[config.mk]
export PLATFORM = sky130hd
export DESIGN_NAME = uart_rx
export DESIGN_NICKNAME = d
export VERILOG_FILES = /design/src/rtl/uart_rx_pkg.sv /design/src/rtl/uart_rx_sync.sv /design/src/rtl/uart_rx.sv
export SDC_FILE = /design/constraint.sdc
export NUM_CORES = 1
export LEC_CHECK = 0
export ABC_CLOCK_PERIOD_IN_PS = 1900
export BUFFER_PORTS_ARGS = -buffer_cell sky130_fd_sc_hd__buf_2
export CORE_ASPECT_RATIO = 0.8
export CORE_MARGIN = 5
export CORE_UTILIZATION = 57
export DETAILED_ROUTE_END_ITERATION = 12
export GPL_TIMING_DRIVEN = 0
export HOLD_SLACK_MARGIN = 0.06
export PLACE_DENSITY = 0.88
export SYNTH_ARGS = -nofsm -noshare
export SYNTH_HDL_FRONTEND = slang
export SYNTH_SLANG_ARGS = --single-unit
[constraint.sdc]
create_clock -name clk_i -period 1.9 [get_ports clk_i]
set_clock_uncertainty 0.1 [all_clocks]
set_input_delay 0.38 -clock clk_i [delete_from_list [all_inputs] [get_ports clk_i]]
set_output_delay 0.38 -clock clk_i [all_outputs]
set_load 0.01 [all_outputs]
[src/rtl/uart_rx_pkg.sv]
// uart_rx_pkg: shared word width, RX state encoding and a majority helper.
// Build switch UART_RX_MAJORITY_EN (see uart_rx.sv) enables 3-sample voting.
`ifndef UART_DATA_WIDTH
`define UART_DATA_WIDTH 8
`endif

package uart_rx_pkg;

  localparam int unsigned DATA_W    = `UART_DATA_WIDTH;
  localparam int unsigned BIT_CTR_W = $clog2(DATA_W);

  typedef enum logic [2:0] {
    ST_IDLE  = 3'd0,
    ST_START = 3'd1,
    ST_DATA  = 3'd2,
    ST_STOP  = 3'd3,
    ST_WAIT  = 3'd4
  } rx_state_e;

  // Two-of-three vote over consecutive line samples.
  function automatic logic maj3(input logic [2:0] v);
    return (v[0] & v[1]) | (v[0] & v[2]) | (v[1] & v[2]);
  endfunction

endpackage

[src/rtl/uart_rx_sync.sv]
// uart_sync: 2-FF synchronizer for an asynchronous input pin, resets to RST_VAL.
module uart_sync #(
  parameter logic RST_VAL = 1'b1
) (
  input  logic clk_i,
  input  logic rstn_i,
  input  logic d_i,
  output logic q_o
);

  logic meta_q;

  // Two flops in series to resolve metastability on d_i.
  always_ff @(posedge clk_i or negedge rstn_i) begin
    if (!rstn_i) begin
      meta_q <= RST_VAL;
      q_o    <= RST_VAL;
    end else begin
      meta_q <= d_i;
      q_o    <= meta_q;
    end
  end

endmodule

[src/rtl/uart_rx.sv]
// uart_rx: oversampling 8N1 UART receiver with data and framing-error strobes.
// Optional macro UART_RX_MAJORITY_EN: sample decisions vote over the last three
// synchronized line values instead of using a single sample.
module uart_rx
  import uart_rx_pkg::*;
#(
  parameter int unsigned OVERSAMPLE = 16
) (
  input  logic              clk_i,
  input  logic              rstn_i,
  input  logic              rx_i,
  output logic [DATA_W-1:0] data_o,
  output logic              data_o_v,
  output logic              frame_err_o,
  output logic              busy_o
);

  localparam int unsigned OS_W = $clog2(OVERSAMPLE);
  localparam logic [OS_W-1:0]      OS_LAST  = OS_W'(OVERSAMPLE - 1);
  localparam logic [OS_W-1:0]      OS_HALF  = OS_W'(OVERSAMPLE / 2 - 1);
  localparam logic [BIT_CTR_W-1:0] BIT_LAST = BIT_CTR_W'(DATA_W - 1);

  logic                 rx_s;
  logic                 samp_c;
  rx_state_e            state_q;
  logic [OS_W-1:0]      os_ctr_q;
  logic [BIT_CTR_W-1:0] bit_ctr_q;
  logic [DATA_W-1:0]    shift_q;
  logic [DATA_W-1:0]    data_q;
  logic                 data_v_q;
  logic                 ferr_q;
  logic                 busy_q;

  uart_sync #(.RST_VAL(1'b1)) u_sync (
    .clk_i  (clk_i),
    .rstn_i (rstn_i),
    .d_i    (rx_i),
    .q_o    (rx_s)
  );

`ifdef UART_RX_MAJORITY_EN
  logic [1:0] hist_q;

  // History of the two previous synchronized samples for voting.
  always_ff @(posedge clk_i or negedge rstn_i) begin
    if (!rstn_i) hist_q <= 2'b11;
    else         hist_q <= {hist_q[0], rx_s};
  end

  assign samp_c = maj3({hist_q, rx_s});
`else
  assign samp_c = rx_s;
`endif

  // Receive FSM: start qualify, data shift, stop check, stuck-low wait.
  always_ff @(posedge clk_i or negedge rstn_i) begin
    if (!rstn_i) begin
      state_q   <= ST_IDLE;
      os_ctr_q  <= '0;
      bit_ctr_q <= '0;
      shift_q   <= '0;
      data_q    <= '0;
      data_v_q  <= 1'b0;
      ferr_q    <= 1'b0;
      busy_q    <= 1'b0;
    end else begin
      data_v_q <= 1'b0;
      ferr_q   <= 1'b0;
      case (state_q)
        ST_IDLE: begin
          os_ctr_q  <= '0;
          bit_ctr_q <= '0;
          if (!rx_s) begin
            state_q <= ST_START;
            busy_q  <= 1'b1;
          end
        end
        ST_START: begin
          if (os_ctr_q == OS_HALF) begin
            os_ctr_q <= '0;
            if (samp_c) begin
              state_q <= ST_IDLE;
              busy_q  <= 1'b0;
            end else begin
              state_q <= ST_DATA;
            end
          end else begin
            os_ctr_q <= os_ctr_q + OS_W'(1);
          end
        end
        ST_DATA: begin
          if (os_ctr_q == OS_LAST) begin
            os_ctr_q <= '0;
            shift_q  <= {samp_c, shift_q[DATA_W-1:1]};
            if (bit_ctr_q == BIT_LAST) begin
              bit_ctr_q <= '0;
              state_q   <= ST_STOP;
            end else begin
              bit_ctr_q <= bit_ctr_q + BIT_CTR_W'(1);
            end
          end else begin
            os_ctr_q <= os_ctr_q + OS_W'(1);
          end
        end
        ST_STOP: begin
          if (os_ctr_q == OS_LAST) begin
            os_ctr_q <= '0;
            if (samp_c) begin
              data_q   <= shift_q;
              data_v_q <= 1'b1;
              state_q  <= ST_IDLE;
              busy_q   <= 1'b0;
            end else begin
              ferr_q  <= 1'b1;
              state_q <= ST_WAIT;
            end
          end else begin
            os_ctr_q <= os_ctr_q + OS_W'(1);
          end
        end
        ST_WAIT: begin
          if (rx_s) begin
            state_q <= ST_IDLE;
            busy_q  <= 1'b0;
          end
        end
        default: begin
          state_q <= ST_IDLE;
          busy_q  <= 1'b0;
        end
      endcase
    end
  end

  assign data_o      = data_q;
  assign data_o_v    = data_v_q;
  assign frame_err_o = ferr_q;
  assign busy_o      = busy_q;

endmodule

* Word-level counts from Yosys, hierarchy flattened *
Cells that the tools add are included.

operators by class
  bitwise operators = 1
  muxes and demuxes = 26
  add/subtract/negate cells = 2
  reductions and logical operators = 9
  eq/ne operators = 13

operators with widths
  cell                                                   number
  2-to-1 mux 3 bit                                       9
  case mux 3 bit (5 select lines)                        1
  case mux 4 bit (3 select lines)                        1
  2-to-1 mux 1 bit                                       10
  inequality test 2 bit, second input constant           5
  2-to-1 mux 4 bit                                       2
  == test 3 x 2 -> 1 bit, second input constant          2
  == test 3 bit, second input constant                   2
  case mux 3 bit (2 select lines)                        1
  AND reduction 6 bit                                    1
  case mux 1 bit (5 select lines)                        1
  adder 4 x 1 -> 4 bit, second input constant            1
  == test 4 x 3 -> 1 bit, second input constant          1
  == test 4 bit, second input constant                   1
  AND reduction 2 bit                                    2
  AND reduction 4 bit                                    1
  adder 3 x 1 -> 3 bit, second input constant            1
  == test 3 x 1 -> 1 bit, second input constant          1
  logical NOT 3 bit                                      1
  AND reduction 3 bit                                    1
  nonzero test 3 bit                                     1
  2-to-1 mux 2 bit                                       1
  inequality test 2 x 1 -> 1 bit, second input constant  1
  nonzero test 2 bit                                     1
  2 further kinds                                        2

storage, ports and cells
  register bits after elaboration = 31
  bits of input ports = 3
  word-level logic and storage cells = 61
  output and inout bits = 11

* Depth between registers and ports, before layout *
Gate-level depths: netlist of the first run.

  word-level depth = 4
  depth in mapped cells = 6
  gate-level depth less buffers = 5

* Modules after synthesis *
Synthesis of the first run repeated with hierarchy kept, for this count alone.

second synthesis, totals
  cells, all modules = 107
  area, all modules = 1371.3 µm²

by module, submodules not included
  module     sequential area each (µm²)  cells each  area each (µm²)  instances
  uart_rx    725.7                       105         1318.8           1
  uart_sync  52.6                        2           52.6             1

* Worst setup path after synthesis of the first run *
OpenSTA, ideal clock, no wires.

  path type = register to register
  from = reg os_ctr_q[0]
  to = reg data_q[0] (netlist: data_o[0])
  cell stages (with the launch flop) = 7
  setup time = 0.125 ns
  clock period less this slack = 1.685 ns
  data arrival time = 1.459 ns
  buffers on the path = 1
  data required time = 1.675 ns
  slack = 0.215 ns
  cell sequence = dfrtp_1 > ha_1 > nand3_2 > nor2_2 > and3_4 > buf_12 > mux2_4

between the ends
  longest elaborated chain between the ends = 2

RTL lines
  what                           line            text
  from (decl)                    uart_rx.sv:26   logic [OS_W-1:0] os_ctr_q;
  from (signal assigned)         uart_rx.sv:88   os_ctr_q <= os_ctr_q + OS_W'(1);
  from (signal assigned)         uart_rx.sv:102  os_ctr_q <= os_ctr_q + OS_W'(1);
  from (signal assigned)         uart_rx.sv:118  os_ctr_q <= os_ctr_q + OS_W'(1);
  == test 4 bit                  uart_rx.sv:106  if (os_ctr_q == OS_LAST) begin
  AND reduction 3 bit (no line)  -
  to (signal assigned)           uart_rx.sv:109  data_q <= shift_q;
  to (decl)                      uart_rx.sv:29   logic [DATA_W-1:0] data_q;

No other way between the ends.
A chain may end at the register's enable or synchronous reset.

* Worst setup path in the final report of the first run *
  from = reg os_ctr_q[0]
  to = reg data_q[4] (netlist: data_o[4])

Same word-level chain as after synthesis.

==> results of run 1 <==
area by class of cell:
type / instances / area (um2) / share of cell area (%)
inverters: 1 / 3.75 / 0.230
well taps: 36 / 45.0 / 2.76
clock buffers: 7 / 55.1 / 3.38
multi-input cells: 72 / 591 / 36.3
clock inverters: 1 / 5.00 / 0.307
plain buffers: 7 / 58.8 / 3.61
flip-flops and latches: 31 / 778 / 47.8
repair buffers: 16 / 92.6 / 5.68
worst register-to-register path, delay by kind of cell, from the launching register on:
family	cells	cell delay [ns]
fa+ha+maj	1	0.24
flops	1	0.42
buf+inv	1	0.14
simple gates	3	0.51
mux	1	0.31
where the power goes:
group          switching [mW]  internal, mW  leakage [nW]  total [mW]
Clock                   0.219         0.179        0.0353       0.398
Combinational           0.262         0.191         0.339       0.453
Sequential             0.0754         0.742         0.408       0.817
Total                   0.556          1.11         0.782        1.67
through the flow:
| stage | util, % | hold WS [ns] |
|---|---|---|
| floorplan | - | -0.0156 |
| global placement | 63.5 | 0.246 |
| detailed placement | 63.5 | 0.253 |
| CTS | 66.8 | 0.272 |
| global route | 67.3 | 0.286 |
| finish | 67.3 | 0.271 |
routing by layer:
metal	wire [um]	global-route usage (%)
met1	1170	21.0
met2	1250	28.3
met3	101	7.39
met4	38	7.09
met5	0	0
cell usage in the layout, fill, tap and decap left out, types with 2 or more instances in the layout:
master	count
a211oi_1	2
a21oi_1	2
a31oi_1	2
buf_2	14
buf_4	3
clkbuf_1	3
clkbuf_4	5
dfrtp_1	29
dfstp_2	2
dlygate4sd3_1	2
ha_1	2
mux2_2	4
mux2_4	12
nand2_1	10
nor2_1	8
nor3_1	2
o21ai_0	7
o31ai_1	4
registers in the layout, summed over array words and instances, names as in the netlist:
signal,count
data_o,8
frame_err_o,1
state_q,3
u_sync.q_o,1
data_o_v,1
busy_o,1
u_sync.meta_q,1
bit_ctr_q,3
os_ctr_q,4
shift_q,8
worst paths after layout:
check / from / end / cells after the start / slack (ns)
worst min-delay path: u_sync.meta_q / u_sync.q_o / 0 / 0.27
max in group asynchronous: rstn_i / bit_ctr_q[2] / 2 / 0.75
worst min register to register: u_sync.meta_q / u_sync.q_o / 0 / 0.27
min in group asynchronous: rstn_i / busy_o / 2 / 0.51
worst max register to register: os_ctr_q[0] / data_o[4] / 6 / 0.08
worst max-delay path: os_ctr_q[0] / data_o[4] / 6 / 0.08
logic make-up after synthesis:
group	Yosys count	share of synthesized area (%)
flops	31	54.5
simple gates	30	11.6
compound gates	21	9.81
mux	17	16.5
buf+inv	8	4.38
fa+ha+maj	3	2.63
xor+xnor	1	0.613
repair_timing:
| action | 4_1_cts | 5_1_grt |
|---|---|---|
| hold endpoints to repair | 30 | 0 |
| hold buffers | 2 | 0 |
| buffers inserted | 0 | 1 |
| resized for setup | 0 | 1 |
| setup endpoints to repair | 0 | 11 |
==> flow_metrics.tcl, run 1 <==
set metrics [dict create \
    placedCellCount 160 \
    std_cell_rows 16 \
    synth.lib_cells_used.distinct 35 \
    routed_wirelength_um 2550 \
    max_cap_viol_count 0 \
    synth_cells 111 \
    yosysTopAreaCell "dfrtp_1" \
    die-height_um 54.8 \
    antenna_found_initial 0 \
    timing.setup.critical_path_class "flop to flop" \
    synth.area.top_cells "dfrtp_1 51%, mux2_4 13%, dfstp_2 3.7%" \
    total_i_o_pin_count 14 \
    synth.top_cell.area_share_pct 50.8 \
    unrepaired_setup_endpoints_after_global_routing "false" \
    cts_htree_levels 2 \
    power_leakage_nw 0.782 \
    cts.sinks 31 \
    antenna_cells_inserted 0 \
    dp_worst_setup_slack_ns 0.0654 \
    post_route_cells_drive_above_1_share_pct 37.8 \
    yosys_warnings 0 \
    critPathLaunchType "flop" \
    grt_first_pass_wirelength_um 4440 \
    final_hold_viol_count 0 \
    area_growth_pct 14.0 \
    layout_worst_path_cycle_share_pct 95.9 \
    timing.final.ws_setup_ns 0.0785 \
    power_per_cell_area_nw_per_um2 1020 \
    detailed_place.area_um2 1540 \
    cp_max_fo 9 \
    place_congestion 0.802 \
    synth_flop_cell "dfrtp_1" \
    cts_inserted_buffers 5 \
    clkTransAtPathRegs_ns 0.09 \
    arrival_ns 1.94 \
    synthMostInstantiatedCell "dfrtp_1" \
    critical_path.cell_chain "ha_2, nand3_2, nor2_2, and3_4, buf_12, mux2_4" \
    timing.setup.tns_ns 0 \
    drt_first_iter_violations 26 \
    place.port_buffers 13 \
    clk_root_buffer_cell "clkbuf_4" \
    timing_max_transition_violations_final 0 \
    critical_path.slowest_cell "dfrtp_1" \
    grt.overflow.total 0 \
    initial_utilization_pct 59.0 \
    gr-usage-all-layers_pct 17.5 \
    netlist_top_cells_count "29 x dfrtp_1, 12 x mux2_4, 10 x nand2_1" \
    drt-vias-per-instance 5.45 \
    wire_per_inst_um 14.9 \
    synth.net_count 117 \
    crit_buf_inv 1 \
    num-nets-final 140 \
    outcome "finished clean" \
    timing.final.crit_period_ns 1.82 \
    largest_net_degree_at_the_start_of_global_routing 32 \
    worstPathRequired_ns 2.02 \
    synthArstFlopShare_pct 100 \
    vdd_ir_drop_max_v 0.000789 \
    synthesis.area_um2 1430 \
    finalPower_mw 1.67 \
    synth-seq-area-share_pct 54.5 \
    dr.pass1.iters 4 \
    worst_slew_margin_rel_pct 55.3 \
    chipWidth_um 66.0 \
    setup.worst_path.end_class "flop" \
    antenna_violating_nets_post_route 0 \
    yosys_register_bits 31 \
    final_area_um2 1630 \
    post_synth_edffs 0 \
    max_slew.worst_pin.slew_ns 0.670 \
    timing.critical_path.max_delay_family "simple AND/OR/NAND/NOR gates" \
    worst_hold_path_type "flop to flop" \
    fp.dieArea_um2 3610 \
    std_cell_core_area_um2 2420 \
    max-clock-path-buffers 2 \
    route.vias.total 932 \
    worst_skew_pair.late_latency_ns 0.33 \
    first_global_vias 895 \
    route.detailed.drc 0 \
    syn-mean-instance-area_um2 12.9 \
    finalNonFillerCells 171 \
    layout.filler_cells 175 \
    max_clock_freq_mhz 549 \
    clock_tree_from_tritoncts "done" \
    crit_path_max_incr_delay_ns 0.42 \
    finalSetupViolCount 0 \
]
No activity file was read; power rests on OpenSTA's default activity.
==> run 2, diff against run 1 <==
--- a/config.mk
+++ b/config.mk
@@ -7,13 +7,13 @@
 export LEC_CHECK = 0
 export ABC_CLOCK_PERIOD_IN_PS = 1900
 export BUFFER_PORTS_ARGS = -buffer_cell sky130_fd_sc_hd__buf_2
-export CORE_ASPECT_RATIO = 0.8
-export CORE_MARGIN = 5
+export CORE_ASPECT_RATIO = 1.25
 export CORE_UTILIZATION = 57
 export DETAILED_ROUTE_END_ITERATION = 12
 export GPL_TIMING_DRIVEN = 0
 export HOLD_SLACK_MARGIN = 0.06
 export PLACE_DENSITY = 0.88
+export RECOVER_POWER = 50
 export SYNTH_ARGS = -nofsm -noshare
 export SYNTH_HDL_FRONTEND = slang
 export SYNTH_SLANG_ARGS = --single-unit
==> flow_metrics.tcl, run 2 (synthesized netlist as in run 1, its figures left out) <==
set metrics [dict create \
    outcome "finished clean" \
    post-cts-setup-buffer-count 0 \
    max_slew.worst_pin.slew_ns 0.757 \
    pwr-share-comb_pct 25.2 \
    std_cell_rows 19 \
    finalSetupViolCount 0 \
    drt-vias-per-instance 5.70 \
    clkTransAtPathRegs_ns 0.10 \
    worst_setup_path_startpoint "os_ctr_q[0]" \
    multi_input_comb_area_um2 588 \
    drt_first_iter_violations 22 \
    final_area_um2 1640 \
    place.port_buffers 13 \
    final_hold_viol_count 0 \
    power_per_cell_area_nw_per_um2 1100 \
    route.detailed.drc 0 \
    initial_utilization_pct 62.6 \
    layout_worst_path_cycle_share_pct 97.0 \
    area_growth_pct 14.5 \
    layout_commonest_cell "dfrtp_1" \
    switching_power_uw 563 \
    largest_net_degree_at_the_start_of_global_routing 32 \
    chipWidth_um 46.8 \
    max-clock-path-buffers 2 \
    route.vias.total 940 \
    most-common-layout-cells "29 x dfrtp_1, 12 x mux2_4, 11 x buf_2" \
    num-nets-final 139 \
    unrepaired_setup_endpoints_after_global_routing "false" \
    internal_power_mw 1.24 \
    setup.worst_path.end_class "flop" \
    cp_max_fo 9 \
    grt.overflow.total 0 \
    dr.pass1.iters 5 \
    cts_inserted_buffers 5 \
    timing_max_transition_violations_final 0 \
    worst_slew_margin_rel_pct 49.5 \
    worst_hold_path_type "flop to flop" \
    rr_worst_depth 6 \
    max_cap_viol_count 0 \
    cts_htree_levels 2 \
    timing.reg2reg.setup_slack_ns 0.06 \
    share_seq_of_total_power_pct 45.2 \
    r2r-start "os_ctr_q[0]" \
    layout.filler_cells 171 \
    timing.setup.critical_path_class "flop to flop" \
    antenna_cells_inserted 0 \
    max_clock_freq_mhz 543 \
    wire_per_inst_um 15.3 \
    grt_first_pass_wirelength_um 4170 \
    antenna_found_initial 0 \
    timing.critical_path.to "data_o[7]" \
    timing.setup.tns_ns 0 \
    gr-usage-all-layers_pct 22.8 \
    cts.sinks 31 \
    clock_tree_from_tritoncts "done" \
    post_route_cells_drive_above_1_share_pct 35.8 \
    critPathLaunchType "flop" \
    layout.area.seq_um2 778 \
    p_clk_share_pct 29.7 \
    switching_share_pct 31.2 \
    first_global_vias 924 \
    fp.dieArea_um2 2710 \
    post-dp-hpwl_um 1740 \
    std_cell_core_area_um2 2280 \
    detailed_place.area_um2 1530 \
    antenna_violating_nets_post_route 0 \
    crit-reg2reg-capture "data_o[7]" \
    worst_skew_pair.late_latency_ns 0.32 \
    clk_root_buffer_cell "clkbuf_4" \
    vdd_ir_drop_max_v 0.00120 \
    cts_repair_resized_insts 0 \
    routed_wirelength_um 2520 \
    die-height_um 58.0 \
    worstPathRequired_ns 2.01 \
    total_i_o_pin_count 14 \
    place_congestion 0.871 \
    arrival_ns 1.96 \
    timing.final.crit_period_ns 1.84 \
    power_leakage_nw 0.783 \
]
run 2: cell types whose count changed in the layout (fill, tap and decap cells not counted), sizes merged:
cell / delta
buf: -4
bufinv: +1
clkbuf: +2
run 2: power by group through the flow:
stage	Sequential, mW	Combinational [mW]	Clock [mW]
after global placement	0.819	0.419	0
final	0.816	0.454	0.536
after floorplan	0.812	0.351	0
after detailed placement	0.826	0.441	0
after CTS	0.813	0.454	0.545
after global routing	0.821	0.512	0.567
run 2: through the flow:
stage	setup WS (ns)	hold slack [ns]	utilization (%)	std cells	power [mW]
finish	0.0570	0.262	71.7	165	1.81
global route	0.00550	0.267	71.7	165	1.90
CTS	0.0248	0.265	71.8	165	1.81
detailed placement	0.0513	0.251	67.2	155	1.27
global placement	0.0901	0.246	67.2	155	1.24
floorplan	0.215	-0.0156	-	111	1.16
run 2: timing repair:
| item | CTS | global route |
|---|---|---|
| endpoints found under the hold margin | 30 | 0 |
| hold buffers | 2 | 0 |
| setup endpoints to repair | 0 | 4 |
run 2: metal layers:
metal	global-route usage (%)	share of wire [%]	up-vias
met5	0	0	-
met4	13.5	2.6	0
met3	6.54	5.7	8
met2	35.1	51	43
met1	27.6	41	451
li1	-	-	438
run 2: worst min path at each step:
stage                     depth (start not counted)     startpoint            to  slack [ns]
after detailed placement                          0  u_sync.meta_q    u_sync.q_o        0.25
after global routing                              0  u_sync.meta_q    u_sync.q_o        0.27
after global placement                            0  u_sync.meta_q    u_sync.q_o        0.25
after floorplan                                   0         rstn_i  bit_ctr_q[0]       -0.02
final                                             0  u_sync.meta_q    u_sync.q_o        0.26
after CTS                                         0  u_sync.meta_q    u_sync.q_o        0.26
run 2: area by class of cell:
cell class,instances,area share (%)
Clock buffer,6,3.13
Timing Repair Buffer,15,5.05
Sequential cell,31,47.6
Buffer,7,3.59
Clock inverter,2,2.14
Inverter,1,0.229
Tap cell,31,2.37
Multi-Input combinational cell,72,35.9
run 2: critical path, stage by stage (launching register included):
cell and delay (ns):
dfrtp_1 0.42, ha_1 0.26, nand3_2 0.16, nor2_2 0.15, and3_4 0.20, buf_12 0.13
mux2_4 0.30
==> run 3, diff against run 2 <==
--- a/config.mk
+++ b/config.mk
@@ -7,6 +7,7 @@
 export LEC_CHECK = 0
 export ABC_CLOCK_PERIOD_IN_PS = 1900
 export BUFFER_PORTS_ARGS = -buffer_cell sky130_fd_sc_hd__buf_2
+export CAP_MARGIN = 20
 export CORE_ASPECT_RATIO = 1.25
 export CORE_UTILIZATION = 57
 export DETAILED_ROUTE_END_ITERATION = 12
@@ -14,6 +15,7 @@
 export HOLD_SLACK_MARGIN = 0.06
 export PLACE_DENSITY = 0.88
 export RECOVER_POWER = 50
+export REMOVE_ABC_BUFFERS = 1
 export SYNTH_ARGS = -nofsm -noshare
 export SYNTH_HDL_FRONTEND = slang
 export SYNTH_SLANG_ARGS = --single-unit
==> flow_metrics.tcl, run 3 (synthesized netlist as in run 1, its figures left out) <==
set metrics [dict create \
    outcome "finished clean" \
    routed_wirelength_um 2530 \
    wire_per_inst_um 15.8 \
    die-height_um 58.0 \
    multi_input_comb_area_um2 588 \
    antenna_found_initial 0 \
    worst_hold_path.num_cells 0 \
    timing.final.ws_setup_ns 0.0788 \
    cts_htree_levels 2 \
    power_leakage_nw 0.744 \
    final_hold_viol_count 0 \
    total_i_o_pin_count 14 \
    max-clock-path-buffers 2 \
    crit_path_max_incr_delay_ns 0.40 \
    critPathLaunchType "flop" \
    power_per_cell_area_nw_per_um2 1010 \
    crit_buf_inv 0 \
    area_growth_pct 9.90 \
    detailed_place.area_um2 1470 \
    largest_net_degree_at_the_start_of_global_routing 32 \
    vdd_ir_drop_max_v 0.000827 \
    layout.area.seq_um2 779 \
    clock_tree_from_tritoncts "done" \
    timing.critical_path.max_delay_family "simple AND/OR/NAND/NOR gates" \
    worst_skew_pair.late_latency_ns 0.33 \
    timing.setup.critical_path_class "flop to flop" \
    antenna_violating_nets_post_route 0 \
    finalNonFillerCells 160 \
    finalSetupViolCount 0 \
    rr_worst_depth 5 \
    layout_worst_path_cycle_share_pct 95.9 \
    drt_first_iter_violations 28 \
    clkTransAtPathRegs_ns 0.09 \
    num-nets-final 134 \
    worst_slew_margin_rel_pct 50.8 \
    max_slew.worst_pin.slew_ns 0.739 \
    place_congestion 0.799 \
    timing_max_transition_violations_final 0 \
    drt-vias-per-instance 5.88 \
    layout_commonest_cell "dfrtp_1" \
    gr-usage-all-layers_pct 23.7 \
    cts_inserted_buffers 5 \
    grt.overflow.total 0 \
    std_cell_core_area_um2 2280 \
    fp.dieArea_um2 2710 \
    final_area_um2 1570 \
    chipWidth_um 46.8 \
    dp_worst_setup_slack_ns -0.0772 \
    critical_path.slowest_cell "dfrtp_1" \
    layout.filler_cells 174 \
    unrepaired_setup_endpoints_after_global_routing "false" \
    cp_max_fo 9 \
    max_cap_viol_count 0 \
    critical_path.cell_chain "ha_1, nand3_2, nor2_2, and3_4, mux2_4" \
    antenna_cells_inserted 0 \
    worst_hold_path_type "flop to flop" \
    route.vias.total 940 \
    setup.worst_path.end_class "flop" \
    dr.pass1.iters 5 \
    route.detailed.drc 0 \
    worstPathRequired_ns 2.01 \
    first_global_vias 972 \
    timing.final.crit_period_ns 1.82 \
    cts.sinks 31 \
    most-common-layout-cells "28 x dfrtp_1, 12 x mux2_4, 10 x nand2_1, 10 x buf_2, 8 x nor2_1" \
    initial_utilization_pct 62.6 \
    arrival_ns 1.94 \
    grt_first_pass_wirelength_um 4390 \
    postLayoutCoreUtil_pct 68.8 \
    clk_root_buffer_cell "clkbuf_4" \
    max_clock_freq_mhz 549 \
    place.port_buffers 13 \
    std_cell_rows 19 \
    post-dp-hpwl_um 1630 \
    post_route_cells_drive_above_1_share_pct 34.1 \
    placedCellCount 148 \
    holdWs_ns 0.264 \
    worst-path-stages 5 \
]
run 3: power breakdown:
part | internal (mW) | switching, mW
combinational | 0.167 | 0.182
clock | 0.144 | 0.210
sequential | 0.741 | 0.148
run 3: cell type report:
cell class                 count  share of cell area, %
clock buffer                   7                   2.87
clock inverter                 1                  0.319
inverter                       1                  0.239
multi-input combinational     72                   37.5
sequential                    31                   49.6
tap                           31                   2.47
timing repair buffer          17                   7.01
run 3: timing repair:
| item | in CTS | in global routing |
|---|---|---|
| hold buffers | 2 | 0 |
| endpoints found under the setup margin | 8 | 1 |
| hold endpoints to repair | 30 | 0 |
| pin swaps | 1 | 0 |
| buffers inserted | 2 | 0 |
| gates resized for setup | 0 | 1 |
run 3: worst paths after layout:
check | from | end | slack (ns)
max | os_ctr_q[0] | data_o[5] | 0.08
min | u_sync.meta_q | u_sync.q_o | 0.26
max reg2reg | os_ctr_q[0] | data_o[5] | 0.08
min reg2reg | u_sync.meta_q | u_sync.q_o | 0.26
max in group asynchronous | rstn_i | state_q[2] | 0.66
min in group asynchronous | rstn_i | state_q[1] | 0.54
run 3: per-layer routing:
layer,global-route usage (%),vias to the layer above,wire [um]
met5,0,-,0
met4,13.5,0,70
met3,7.79,6,90
met2,37.5,25,1350
met1,27.3,480,1020
li1,-,429,-
run 3: metrics by stage:
stage | setup TNS (ns) | power (mW)
2_1_floorplan | 0 | 1.13
3_3_place_gp | -0.144 | 1.21
3_5_place_dp | -0.385 | 1.24
4_1_cts | 0 | 1.60
5_1_grt | 0 | 1.70
6_report | 0 | 1.59
